### config.mk
export PLATFORM = sky130hd
export DESIGN_NAME = t_counter
export DESIGN_NICKNAME = d
export VERILOG_FILES = /design/src/rtl/t_counter_pkg.sv /design/src/rtl/t_cell.sv /design/src/rtl/t_counter.sv
export SDC_FILE = /design/constraint.sdc
export NUM_CORES = 1
export LEC_CHECK = 0
export BUFFER_PORTS_ARGS = -buffer_cell sky130_fd_sc_hd__buf_2
export CAP_MARGIN = 10
export CORE_AREA = 2 2 49 51
export DETAILED_ROUTE_END_ITERATION = 6
export DIE_AREA = 0 0 51 53
export GPL_TIMING_DRIVEN = 1
export PLACE_DENSITY_LB_ADDON = 0.05
export SLEW_MARGIN = 20
export SYNTH_ARGS = -nofsm -noshare
export SYNTH_HDL_FRONTEND = slang
export SYNTH_HIERARCHICAL = 1
export SYNTH_SLANG_ARGS = --single-unit
### constraint.sdc
create_clock -name clk -period 2.3 [get_ports clk]
set_input_delay 0.23 -clock clk [delete_from_list [all_inputs] [get_ports clk]]
set_output_delay 0.23 -clock clk [all_outputs]
set_load 0.01 [all_outputs]
### src/rtl/t_counter_pkg.sv
// Shared types, limits and helpers for the t_counter toggle-cell counter.
package t_counter_pkg;

  typedef enum logic {
    DIR_DOWN = 1'b0,
    DIR_UP   = 1'b1
  } dir_e;

  localparam int WIDTH_MAX = 32;

  // Out-of-range load values clamp to the top of the count range.
  function automatic logic [WIDTH_MAX-1:0] clamp_load(
    input logic [WIDTH_MAX-1:0] val,
    input logic [WIDTH_MAX:0]   modulus
  );
    if ({1'b0, val} < modulus) return val;
    return modulus[WIDTH_MAX-1:0] - 32'd1;
  endfunction

endpackage

### src/rtl/t_cell.sv
// One counter bit: a toggle flip-flop with synchronous reset and parallel load.
module t_cell (
  input  logic clk,
  input  logic reset,
  input  logic rst_val,
  input  logic ld,
  input  logic ld_val,
  input  logic t,
  output logic q
);

  logic q_d;
  logic q_q;

  // NOTE: q_d gets a default before any branch so no path leaves it unassigned (no latch).
  always_comb begin
    q_d = q_q;
    if (ld)     q_d = ld_val;
    else if (t) q_d = ~q_q;
  end

  // NOTE: state is updated with <= so every flop samples pre-edge values.
  always_ff @(posedge clk) begin
    if (reset) q_q <= rst_val;
    else       q_q <= q_d;
  end

  assign q = q_q;

endmodule

### src/rtl/t_counter.sv
// Up/down modulo-N counter built from per-bit toggle cells, with load, tc and wrap.
// Define T_COUNTER_SAT_EN to make the counter saturate at its boundaries instead of wrapping.
module t_counter
  import t_counter_pkg::*;
#(
  parameter int              WIDTH     = 8,
  parameter longint unsigned MODULUS   = 256,
  parameter longint unsigned RESET_VAL = 0
) (
  input  logic             clk,
  input  logic             reset,
  input  logic             en,
  input  logic             up,
  input  logic             load,
  input  logic [WIDTH-1:0] load_val,
  output logic [WIDTH-1:0] q,
  output logic             tc,
  output logic             wrap
);

  if (WIDTH < 1 || WIDTH > WIDTH_MAX || MODULUS < 2 ||
      MODULUS > (64'd1 << WIDTH) || RESET_VAL >= MODULUS) begin : g_param_check
    $error("t_counter: illegal WIDTH/MODULUS/RESET_VAL combination");
  end

  localparam logic [WIDTH-1:0]   MAX_VAL = WIDTH'(MODULUS - 64'd1);
  localparam logic [WIDTH-1:0]   RST_Q   = WIDTH'(RESET_VAL);
  localparam logic [WIDTH_MAX:0] MOD_EXT = (WIDTH_MAX + 1)'(MODULUS);

  dir_e             dir;
  logic             at_max;
  logic             at_zero;
  logic             boundary;
  logic [WIDTH-1:0] cnt_next;
  logic [WIDTH-1:0] ld_val_c;
  logic [WIDTH-1:0] tgl;
  logic             wrap_d;
  logic             wrap_q;

  assign dir      = dir_e'(up);
  assign at_max   = (q == MAX_VAL);
  assign at_zero  = (q == '0);
  assign boundary = (dir == DIR_UP) ? at_max : at_zero;
  assign tc       = boundary;
  assign ld_val_c = WIDTH'(clamp_load(WIDTH_MAX'(load_val), MOD_EXT));

  // The modulus boundary is an explicit compare so non-power-of-two ranges work.
  always_comb begin
    cnt_next = q;
    wrap_d   = 1'b0;
    if (load) begin
      wrap_d = 1'b0;
    end else if (en) begin
      wrap_d = boundary;
      if (boundary) begin
`ifdef T_COUNTER_SAT_EN
        cnt_next = q;
`else
        cnt_next = (dir == DIR_UP) ? '0 : MAX_VAL;
`endif
      end else begin
        cnt_next = (dir == DIR_UP) ? q + 1'b1 : q - 1'b1;
      end
    end
  end

  assign tgl = q ^ cnt_next;

  for (genvar i = 0; i < WIDTH; i++) begin : g_cell
    t_cell u_cell (
      .clk    (clk),
      .reset  (reset),
      .rst_val(RST_Q[i]),
      .ld     (load),
      .ld_val (ld_val_c[i]),
      .t      (tgl[i]),
      .q      (q[i])
    );
  end

  always_ff @(posedge clk) begin
    if (reset) wrap_q <= 1'b0;
    else       wrap_q <= wrap_d;
  end

  assign wrap = wrap_q;

endmodule

==> flow_metrics.tcl <==
set metrics [dict create \
    synthFlopType "edfxtp_1" \
    period_minus_slack_ps 2220 \
    ys_warn_count 6 \
    internal_power_mw 0.428 \
    die_w_um 51 \
    slew_viol_final 0 \
    cts_max_level 1 \
    wl_um 2430 \
    setup.worst_path.start "g_cell[1].u_cell/q" \
    fin_worst_skew_ps 3.84 \
    dpl.hpwl_um 1810 \
    clk_pin_slew_ps 70 \
    io_buffers 22 \
    place.detailed.instances 182 \
    synth_area_per_cell_um2 8.52 \
    synth_mux_area_share_pct 1.03 \
    grt_use_total_pct 20.4 \
    timing.final.hold_violations 0 \
    pwr_density_cell_mw_per_mm2 506 \
    irDropWorstVdd_mv 0.480 \
    num_antenna_cells 0 \
    final_cells 189 \
    synthXorXnorAreaFrac_pct 5.41 \
    viasPerCell 5.29 \
    clock_latency_ps 270 \
    gr-total-overflow 0 \
    drt_iter0_markers 28 \
    run_status "complete, no violations" \
    cts_inserted_buffers 3 \
    multi_input_area_um2 721 \
    synthSimpleGateAreaFrac_pct 30.9 \
    synth_edf_count 8 \
    syn_to_final_growth_pct 34.5 \
    criticalPathCategory "reg -> reg" \
    ys_ff_latch 9 \
    ys_types 38 \
    cts.sinks 9 \
    rsz0062_at_grt "true" \
    r2r_cells 9 \
    setup_violations 0 \
    synth_compound_area_share_pct 20.2 \
    synthesis.area_um2 971 \
    synth_area_leaders "edfxtp_1 (25%), ha_1 (7.7%), o31a_1 (7.2%), nand2b_1 (6.4%), nor2_1 (5.4%)" \
    drive_gt1_share_pct 33.5 \
    dr.pass1.iters 5 \
    drcViolationCount 0 \
    root_buffer "clkbuf_4" \
    clockBufferDepth 2 \
    synth_seq_area_share_pct 26.8 \
    seqCellArea_um2 260 \
    cp_data_required_time_ps 2320 \
    clockPowerShare_pct 19.7 \
    die_area_mm2 0.00270 \
    grt_pass1_vias 900 \
    crit_path_end_kind "flop" \
    worstReg2RegEnd "g_cell[6].u_cell/q" \
    critPathCapture "g_cell[6].u_cell/q" \
    p_leak_nw 0.583 \
    r2r_setup_slack_ps 80 \
    start_kind "flop" \
    switchingPower_mw 0.233 \
    pwr-share-comb_pct 47.8 \
    swShare_pct 35.3 \
    routedWlPerCell_um 12.8 \
    min_path_type "in -> reg" \
    arrival_ps 2250 \
    tritoncts "built" \
    synth_top_area_share_pct 24.7 \
    pre_cts_slack_ps -60.3 \
    setup_slack_ps 76.6 \
    synthAdderAreaFrac_pct 9.79 \
    vias 999 \
    start_util_pct 45.2 \
    fillers 208 \
    fmax_mhz 450 \
    r2r-start "g_cell[1].u_cell/q" \
    ant_nets 0 \
    row_count 17 \
    synth.largest_area_cell "edfxtp_1" \
    core_area_mm2 0.00215 \
    grt_pass1_wl_um 4040 \
    final_nets 182 \
    crit_fanout 3 \
    antenna_found_initial 0 \
    hold_buffers 0 \
    synth_top_family_by_area "simple AND/OR/NAND/NOR gates" \
    io_pins 23 \
    synthCells 114 \
    pwr-share-seq_pct 32.4 \
    grt_max_degree 26 \
    fp.dieH_um 53 \
    fin_crit_sh_pct 96.7 \
    ys_async_sr_fraction_pct 0 \
    place_congestion 0.806 \
    cap_violations 0 \
]
## synthesized netlist by cell type (2+ instances only)
library cell,number
nor2_1,14
nand2b_1,10
and2_0,8
edfxtp_1,8
o31a_1,8
or3_1,8
ha_1,6
inv_1,5
a21oi_1,4
nor3_1,4
xnor2_1,4
a311oi_1,3
nand2_1,3
buf_6,2
o21ai_0,2
o31ai_1,2
xor2_1,2
## worst max-delay path, cell delays in order, from the launching register on
cell and delay (ps):
edfxtp_1 400, inv_2 60, fa_2 370, nor2b_4 140
o31ai_2 70, a21oi_1 180, xor2_1 210, o211ai_1 100
o311a_1 130, or3_1 310
## cell usage in the layout, fill, tap and decap left out, types with 5 or more instances in the layout
cell type	synthesis	layout
edfxtp_1	8	8
conb_1	1	8
buf_4	0	17
buf_2	0	22
or3_1	8	8
o31a_1	8	8
ha_1	6	5
nor2_1	14	14
and2_0	8	8
nand2b_1	10	10
## cell families after synthesis
group	count (synthesis)
buffers and inverters	10
adders and majority gates	7
other	1
DFF	9
AOI/OAI and AO/OA	26
muxes	1
and+or+nand+nor	54
xor gates and xnor gates	6
## per-layer routing
metal  share of wire (%)  track usage, %  up-vias
met5                   0               0        -
met1                  43            25.9      470
li1                    -               -      502
met4                0.49            2.70        0
met2                  51            35.7       25
met3                 5.3            5.08        2
## area by class of cell
cell class	instances	area share, %
inverters	7	2.01
multi-input cells	102	55.2
repair buffers	39	18.2
flip-flops and latches	9	19.9
well taps	28	2.68
clock buffers	4	2.01
## per-stage QoR
stage,cell area [um2],setup TNS (ps),hold slack [ps],util (%),power [mW]
after floorplan,1010,0,300,-,0.400
after global placement,1230,-16.0,620,57.4,0.498
after detailed placement,1230,-97.8,626,57.4,0.507
after CTS,1260,0,355,58.9,0.641
final,1310,0,351,60.8,0.661
after global routing,1310,-82.2,380,60.8,0.709
## sequential cells by signal, indices dropped and copies added, names as in the netlist
signal	cells
wrap	1
g_cell.u_cell/q	8
## worst min-delay path by stage
stage                     start                 end  slack, ps  cells past startpoint
floorplan                 reset                wrap        300                      1
global placement    load_val[2]  g_cell[2].u_cell/q        620                      3
detailed placement         wrap                wrap        630                      1
CTS                 load_val[2]  g_cell[2].u_cell/q        350                      3
global route        load_val[1]  g_cell[1].u_cell/q        380                      3
finish              load_val[2]  g_cell[2].u_cell/q        350                      3
## what timing repair did
| item | CTS | global route |
|---|---|---|
| resized for setup | 2 | 5 |
| endpoints found under the hold margin | 0 | 0 |
| endpoints found under the setup margin | 1 | 2 |
| setup buffers | 0 | 3 |
| pin swaps | 1 | 5 |
## power groups by stage
stage                     Sequential (mW)  Clock, mW  Combinational, mW
after detailed placement            0.218          0              0.289
after CTS                           0.214      0.134              0.293
after global placement              0.217          0              0.282
after global routing                0.218      0.142              0.350
final                               0.214      0.130              0.316
after floorplan                     0.231          0              0.169
No activity file was read; power rests on OpenSTA's default activity.
